==> config.mk <==
export PLATFORM = sky130hd
export DESIGN_NAME = clause_bin_unloader
export DESIGN_NICKNAME = d
export VERILOG_FILES = /design/src/rtl/sat_bin_pkg.sv /design/src/rtl/clause_lit_check.sv /design/src/rtl/clause_bin_unloader.sv
export SDC_FILE = /design/constraint.sdc
export NUM_CORES = 1
export LEC_CHECK = 0
export CORE_ASPECT_RATIO = 0.7
export CORE_UTILIZATION = 46
export DETAILED_ROUTE_END_ITERATION = 12
export PLACE_DENSITY_LB_ADDON = 0.25
export REMOVE_ABC_BUFFERS = 1
export SYNTH_ARGS = -nofsm -noshare
export SYNTH_HDL_FRONTEND = slang
export SYNTH_SLANG_ARGS = --single-unit
export TNS_END_PERCENT = 10
==> constraint.sdc <==
create_clock -name clk -period 7.1 [get_ports clk]
set_clock_uncertainty 0.2 [all_clocks]
set_input_delay 1.42 -clock clk [delete_from_list [all_inputs] [get_ports clk]]
set_output_delay 1.42 -clock clk [all_outputs]
set_load 0.05 [all_outputs]
==> src/rtl/sat_bin_pkg.sv <==
// Shared definitions for the SAT bin clause-array loader/unloader blocks:
// literal encodings, default geometry and the unloader state type.
package sat_bin_pkg;

  localparam logic [1:0] LIT_NONE    = 2'b00;
  localparam logic [1:0] LIT_POS     = 2'b01;
  localparam logic [1:0] LIT_NEG     = 2'b10;
  localparam logic [1:0] LIT_ILLEGAL = 2'b11;

  localparam int unsigned NUM_CLAUSES_A_BIN_DEF = 8;
  localparam int unsigned WIDTH_ROW_IDX         = $clog2(NUM_CLAUSES_A_BIN_DEF);
  localparam int unsigned WIDTH_NUM_WRITTEN     = WIDTH_ROW_IDX + 1;

  typedef enum logic [2:0] {
    ST_IDLE,
    ST_READ,
    ST_CAPTURE,
    ST_SEND,
    ST_DONE
  } unloader_state_e;

endpackage

==> src/rtl/clause_lit_check.sv <==
// Combinational row inspection: counts present literals and flags any
// field carrying the illegal 11 encoding.
module clause_lit_check
  import sat_bin_pkg::*;
#(
  parameter int unsigned NUM_VARS_A_BIN = 8,
  parameter int unsigned WIDTH_C_LEN    = 5
) (
  input  logic [NUM_VARS_A_BIN*2-1:0] clause_i,
  output logic [WIDTH_C_LEN-1:0]      lit_cnt_o,
  output logic                        illegal_o
);

  always_comb begin
    lit_cnt_o = '0;
    illegal_o = 1'b0;
    for (int unsigned i = 0; i < NUM_VARS_A_BIN; i++) begin
      if (clause_i[2*i +: 2] != LIT_NONE)
        lit_cnt_o = lit_cnt_o + WIDTH_C_LEN'(1);
      if (clause_i[2*i +: 2] == LIT_ILLEGAL)
        illegal_o = 1'b1;
    end
  end

endmodule

==> src/rtl/clause_bin_unloader.sv <==
// Walks every row of a solved bin's clause array and streams non-empty,
// well-formed rows to global clause memory over a valid/ready port.
module clause_bin_unloader
  import sat_bin_pkg::*;
#(
  parameter int unsigned NUM_CLAUSES_A_BIN = 8,
  parameter int unsigned NUM_VARS_A_BIN    = 8,
  parameter int unsigned WIDTH_C_LEN       = 5,
  parameter int unsigned WIDTH_BIN_ID      = 10
) (
  input  logic                                              clk,
  input  logic                                              rst,
  input  logic                                              start_i,
  input  logic [WIDTH_BIN_ID-1:0]                           bin_id_i,
  output logic [NUM_CLAUSES_A_BIN-1:0]                      rd_o,
  input  logic [NUM_VARS_A_BIN*2-1:0]                       clause_i,
  input  logic [WIDTH_C_LEN-1:0]                            clause_len_i,
  output logic                                              mem_wr_valid_o,
  input  logic                                              mem_wr_ready_i,
  output logic [WIDTH_BIN_ID+$clog2(NUM_CLAUSES_A_BIN)-1:0] mem_wr_addr_o,
  output logic [NUM_VARS_A_BIN*2-1:0]                       mem_wr_data_o,
  output logic [WIDTH_C_LEN-1:0]                            mem_wr_len_o,
  output logic                                              busy_o,
  output logic                                              done_o,
  output logic [$clog2(NUM_CLAUSES_A_BIN):0]                num_written_o,
  output logic                                              error_o
);

  localparam int unsigned IDX_W = $clog2(NUM_CLAUSES_A_BIN);
  localparam int unsigned CNT_W = IDX_W + 1;

  unloader_state_e state_q, state_d;

  logic [WIDTH_BIN_ID-1:0]     bin_id_q;
  logic [IDX_W-1:0]            idx_q;
  logic [NUM_VARS_A_BIN*2-1:0] data_q;
  logic [WIDTH_C_LEN-1:0]      len_q;
  logic [CNT_W-1:0]            num_written_q;
  logic                        error_q;

  logic [WIDTH_C_LEN-1:0] lit_cnt;
  logic                   illegal;
  logic                   row_empty;
  logic                   row_corrupt;
  logic                   row_skip;
  logic                   last_row;
  logic                   handshake;

  clause_lit_check #(
    .NUM_VARS_A_BIN (NUM_VARS_A_BIN),
    .WIDTH_C_LEN    (WIDTH_C_LEN)
  ) u_lit_check (
    .clause_i  (clause_i),
    .lit_cnt_o (lit_cnt),
    .illegal_o (illegal)
  );

  // Classification uses the live array output during CAPTURE so a skipped
  // row costs only READ+CAPTURE.
  assign row_empty   = (clause_i == '0) && (clause_len_i == '0);
  assign row_corrupt = !row_empty && (illegal || (lit_cnt != clause_len_i));
  assign row_skip    = row_empty || row_corrupt;
  assign last_row    = (idx_q == IDX_W'(NUM_CLAUSES_A_BIN - 1));
  assign handshake   = (state_q == ST_SEND) && mem_wr_ready_i;

  always_ff @(posedge clk) begin
    if (rst) state_q <= ST_IDLE;
    else     state_q <= state_d;
  end

  always_comb begin
    state_d = state_q;
    unique case (state_q)
      ST_IDLE:    if (start_i) state_d = ST_READ;
      ST_READ:    state_d = ST_CAPTURE;
      ST_CAPTURE: begin
        if (!row_skip)     state_d = ST_SEND;
        else if (last_row) state_d = ST_DONE;
        else               state_d = ST_READ;
      end
      ST_SEND:    if (mem_wr_ready_i) state_d = last_row ? ST_DONE : ST_READ;
      ST_DONE:    state_d = ST_IDLE;
      default:    state_d = ST_IDLE;
    endcase
  end

  always_ff @(posedge clk) begin
    if (rst) begin
      bin_id_q      <= '0;
      idx_q         <= '0;
      data_q        <= '0;
      len_q         <= '0;
      num_written_q <= '0;
      error_q       <= 1'b0;
    end else begin
      unique case (state_q)
        ST_IDLE: begin
          if (start_i) begin
            bin_id_q      <= bin_id_i;
            idx_q         <= '0;
            num_written_q <= '0;
            error_q       <= 1'b0;
          end
        end
        ST_CAPTURE: begin
          data_q <= clause_i;
          len_q  <= clause_len_i;
          if (row_corrupt)           error_q <= 1'b1;
          if (row_skip && !last_row) idx_q   <= idx_q + IDX_W'(1);
        end
        ST_SEND: begin
          if (handshake) begin
            num_written_q <= num_written_q + CNT_W'(1);
            if (!last_row) idx_q <= idx_q + IDX_W'(1);
          end
        end
        default: ;
      endcase
    end
  end

  assign rd_o           = (state_q == ST_READ) ? (NUM_CLAUSES_A_BIN'(1) << idx_q) : '0;
  assign mem_wr_valid_o = (state_q == ST_SEND);
  assign mem_wr_addr_o  = {bin_id_q, idx_q};
  assign mem_wr_data_o  = data_q;
  assign mem_wr_len_o   = len_q;
  assign busy_o         = (state_q != ST_IDLE);
  assign done_o         = (state_q == ST_DONE);
  assign num_written_o  = num_written_q;
  assign error_o        = error_q;

endmodule

==> results.sh <==
export IMPL_htreeDepth=2
export IMPL_whs_path_depth=2
export IMPL_worstPathArrival_ns=6.81
export IMPL_cp_num_buf_inv=1
export IMPL_ir_drop_uv=113
export IMPL_power_density_nw_per_um2=213
export IMPL_grt_max_degree=44
export IMPL_core_sq_um=5310
export IMPL_grt_pass1_vias=2382
export IMPL_synth_seq_cells=42
export IMPL_nets=459
export IMPL_synth_edf_count=0
export IMPL_grt_first_pass_wirelength_microns=11000
export IMPL_fin_crit_ns=6.82
export IMPL_initial_utilization=0.485
export IMPL_ys_flop_type="dfxtp_1"
export IMPL_ff2ff_path_depth=5
export IMPL_cts_root_buf="clkbuf_8"
export IMPL_mostFrequentLayoutCells="clkdlybuf4s50_1, nand2_1, dfxtp_1, a21oi_1, nor2_1"
export IMPL_setup_violations=0
export IMPL_fin_crit_sh=0.960
export IMPL_required_ns=7.09
export IMPL_routed_wl_microns=6900
export IMPL_vias_per_cell=5.34
export IMPL_hold_violations=0
export IMPL_cts_buffer_depth=2
export IMPL_numPlacedInstances=474
export IMPL_cts_sinks=42
export IMPL_layout_drive_gt1_share=0.0973
export IMPL_syn_to_final_growth_pct=41.6
export IMPL_cp_end_kind="flop"
export IMPL_min_path_type="reg -> reg"
export IMPL_path_depth=25
export IMPL_max_freq_ghz=0.147
export IMPL_ys_types=60
export IMPL_die_w_microns=91.4
export IMPL_layout_cells_most_common="clkdlybuf4s50_1"
export IMPL_path_class="in -> reg"
export IMPL_drt_iter0_drc=128
export IMPL_design_die_area_sq_um=5910
export IMPL_timing_hold_ws_ns=0.254
export IMPL_drtPass1Iterations=5
export IMPL_synth_cell_area_sq_um=2580
export IMPL_cts_clk_slew_worst_paths_ns=0.08
export IMPL_die_height_microns=64.6
export IMPL_remaining_drc_errors=0
export IMPL_setup_worst_path_start_class="primary input"
export IMPL_critical_path_max_stage_delay_ns=0.44
export IMPL_routedWlPerCell_microns=14.3
export IMPL_status="complete, no violations"
export IMPL_diodes=0
export IMPL_synth_avg_cell_area_sq_um=7.83
export IMPL_ioPinCount=85
export IMPL_drv_slew=0
export IMPL_fillers=434
export IMPL_slowest_stage="clkdlybuf4s50_1"
export IMPL_synth_cells=329
export IMPL_synth_seq_area_share=0.326
export IMPL_cts_inserted_buffers=5
export IMPL_worstMarginPinSlew_ns=0.947
export IMPL_grt_use_total=0.235
export IMPL_gp_congestion=0.921
export IMPL_max_cap_violations=0
export IMPL_port_buffers=84
export IMPL_critPathTopFamily="adder cells"
export IMPL_worstPathMaxFanout=8
export IMPL_max_slew_margin_rel=0.368
export IMPL_insertion_delay_ns=0.30
export IMPL_antenna_found_initial=0
export IMPL_path_common_cell="ha_1"
export IMPL_grt_overflow_total=0
export IMPL_yosys_warnings=0
export IMPL_hpwlAfterDp_microns=5050
export IMPL_async_reset_ff_frac=0
export IMPL_ant_nets=0
export IMPL_vias=2579
export IMPL_rows=22
export IMPL_p_leak_nw=1.36
export IMPL_cts_tree="done"
export IMPL_final_cells=483
-- kinds of logic (layout without fill, tap and decap cells) --
family,after synthesis,after routing,synth area share
fa+ha+maj,15,15,0.0719
simple gates,148,148,0.267
flops,42,42,0.326
buf+inv,25,107,0.0374
compound gates,77,77,0.198
xor+xnor,17,17,0.0787
mux,5,5,0.0204
-- state kept, by name (all words and copies together) (netlist names) --
name	count
bin_id_q	10
num_written_o	4
error_o	1
idx_q	3
state_q	3
mem_wr_data_o	16
mem_wr_len_o	5
-- per-stage QoR --
stage	instance area (sq um)	utilization	power [W]	setup slack (ns)	setup TNS (ns)
after floorplan	2520	-	0.000456	0.590	0
after global placement	3480	0.655	0.000535	0.113	0
after detailed placement	3480	0.655	0.000541	-0.171	-0.233
after CTS	3620	0.681	0.000771	0.101	0
after global routing	3650	0.687	0.000815	-0.000239	-0.000239
final	3650	0.687	0.000776	0.281	0
-- routing by layer --
| layer | global-route usage | part of all wire |
|---|---|---|
| met2 | 0.367 | 0.43 |
| met4 | 0.0734 | 0.0070 |
| met1 | 0.325 | 0.49 |
| met3 | 0.0493 | 0.072 |
| met5 | 0 | 0 |
-- Yosys cell counts, types with 3 or more instances --
cell / n / area, sq um
nand2_1: 72 / 270
a21oi_1: 42 / 210
dfxtp_1: 42 / 841
nor2_1: 24 / 90.1
ha_1: 14 / 175
clkbuf_1: 12 / 45.0
inv_1: 10 / 37.5
xnor2_1: 9 / 78.8
and3_1: 7 / 43.8
o21ai_0: 7 / 35.0
nor3_1: 6 / 30.0
nor4_1: 6 / 37.5
nand2b_1: 5 / 31.3
nand3_1: 5 / 25.0
or2_2: 4 / 25.0
xor2_1: 4 / 35.0
a31o_2: 3 / 26.3
and2_1: 3 / 18.8
mux2i_1: 3 / 30.0
nor2b_1: 3 / 18.8
-- final timing paths --
path         slack (ns)              from          endpoint
max reg2reg        4.46        state_q[1]          idx_q[0]
max                0.28       clause_i[1]          idx_q[0]
min reg2reg        0.25  mem_wr_data_o[0]  mem_wr_data_o[0]
min                0.25  mem_wr_data_o[0]  mem_wr_data_o[0]
-- report_power, final --
part	switching, W	internal (W)	total (W)
clock	0.0000889	0.000141	0.000230
sequential	0.00000631	0.000245	0.000251
combinational	0.000164	0.000130	0.000295
-- area by class of cell --
class	count	area (sq um)	area share
Multi-Input combinational cell	262	1660	0.456
Timing Repair Buffer	89	878	0.241
Inverter	10	37.5	0.0103
Tap cell	72	90.1	0.0247
Clock inverter	3	68.8	0.0189
Sequential cell	42	841	0.230
Clock buffer	5	68.8	0.0189
-- worst register-to-register path, cell delays in order (launching register included) --
cell      delay [ns]
dfxtp_1         0.46
nor2b_1         0.29
nand2b_1        0.56
nor2_1          0.53
a31oi_1         0.17
mux2_1          0.33
-- timing repair --
action,4_1_cts,5_1_grt
hold buffers,0,0
resized for setup,0,8
setup endpoints to repair,0,7
buffers inserted,0,1
No activity file was read; power rests on OpenSTA's default activity.
==> RTL edit, RTL diff (config.mk and constraints unchanged) <==
The 5 states of `unloader_state_e` get a one-hot encoding in 5 bits.
--- a/src/rtl/sat_bin_pkg.sv
+++ b/src/rtl/sat_bin_pkg.sv
@@ -13,8 +13,8 @@
 
-  typedef enum logic [2:0] {
-    ST_IDLE,
-    ST_READ,
-    ST_CAPTURE,
-    ST_SEND,
-    ST_DONE
+  typedef enum logic [4:0] {
+    ST_IDLE    = 5'b00001,
+    ST_READ    = 5'b00010,
+    ST_CAPTURE = 5'b00100,
+    ST_SEND    = 5'b01000,
+    ST_DONE    = 5'b10000
   } unloader_state_e;
Check against the original RTL: no difference found for any inputs over 10 cycles, from zero or initial values and one cycle with rst high; not proved beyond that.
==> RTL edit against the original RTL <==
  * Synthesized area up 3.8%
  * Cell area up 1.1%
  * Routed wire length rose by 3.4%
  * Power decreased by 15%
  * Global-route usage rose by 0.74 points
  * Worst setup slack improved by 0.067 ns
  * First-iteration DRC count rose by 68%
  * Sequential cell count grew 2
==> RTL edit: results <==
group,metric,value,unit
run_status,status,"complete, no violations",
worst_setup_path,crit_arrival,6.72,ns
route,wl_per_cell,14.45,µm
worst_setup_path,critPathTopFamily,"simple AND/OR/NAND/NOR gates",
pwr,p_int,0.0004533,W
worst_setup_path,crit_fanout,6,
logic_synthesis,synth.distinct_cells,56,
timing,hold_ws,0.2561,ns
pwr,combPwrFrac,0.334,
pwr,power_leakage,1.364,nW
logic_synthesis,muxShareOfSynthArea,0.01123,
global_routing,grt_pass1_vias,2439,
worst_setup_path,worstRegToRegCells,6,
global_routing,grt_use_met1,0.3414,
logic_synthesis,yosys.area_share.xor_xnor,0.08142,
route,drt_iter0_drc,215,
logic_synthesis,synth_area_leaders,"dfxtp_1, nand2_1, ha_1",
placement,hpwlAfterDp,5348,µm
global_routing,met2_usage,0.3759,
logic_synthesis,synth-compound-area-share,0.1881,
worst_setup_path,slowest_delay,0.55,ns
cells_and_area,final_layout_size_suffix_gt1_frac,0.06872,
global_routing,grt_use_total,0.2423,
cells_and_area,final_nets,470,
placement,gp_congestion,0.9045,
global_routing,grt_max_degree,46,
timing,slew_headroom,0.4213,
global_routing,grt_pass1_wl,11620,µm
pwr,vdd_drop_max,0.1035,mV
worst_setup_path,setup.worst_path.end,"state_q[1]",
route,num_vias,2722,
pwr,pg_clk,0.000186,W
pwr,p_sw,0.0002076,W
worst_setup_path,cpMaxStageDelayCell,"or4_4",
logic_synthesis,ys_seq_area_frac,0.3294,
worst_setup_path,worstReg2RegStart,"state_q[0]",
placement,dp_cells,486,
hold_path,min_from,"mem_wr_data_o[5]",
hold_path,hold-path-endpoint,"mem_wr_data_o[5]",
logic_synthesis,ys_top_cells_by_count,"nand2_1, dfxtp_1, a21oi_1",
logic_synthesis,syn_inst,340,
worst_setup_path,crit_start,"clause_i[0]",
RTL edit: cell count changes in the layout (fill, tap and decap cells not counted), moves of 3 or more:
cell / unedited run / this run
a21oi_1: 41 / 33
o21a_1: 1 / 5
xor2_1: 4 / 8
a211oi_1: 1 / 4
a21o_1: 0 / 3
a31oi_1: 2 / 5
o31ai_1: 0 / 3
RTL edit: stage by stage:
step	setup slack [ns]	cell area (µm²)
detailed placement	-0.04622	3575
global route	0.06424	3687
CTS	0.2652	3682
finish	0.3477	3687
global placement	0.1457	3575
floorplan	0.7603	2609
RTL edit: area by class of cell:
cell class / instances / area [µm²]
clock inverters: 2 / 35.03
inverters: 10 / 37.54
clock buffers: 6 / 72.57
multi-input cells: 272 / 1700
repair buffers: 88 / 870.8
flip-flops and latches: 44 / 880.8
fillers: 470 / 1735
well taps: 72 / 90.09
RTL edit: routing by layer:
metal / share of wire / routed length (µm)
met1: 0.48 / 3426
met2: 0.43 / 3051
met3: 0.087 / 623
met4: 0.0053 / 38
met5: 0 / 0
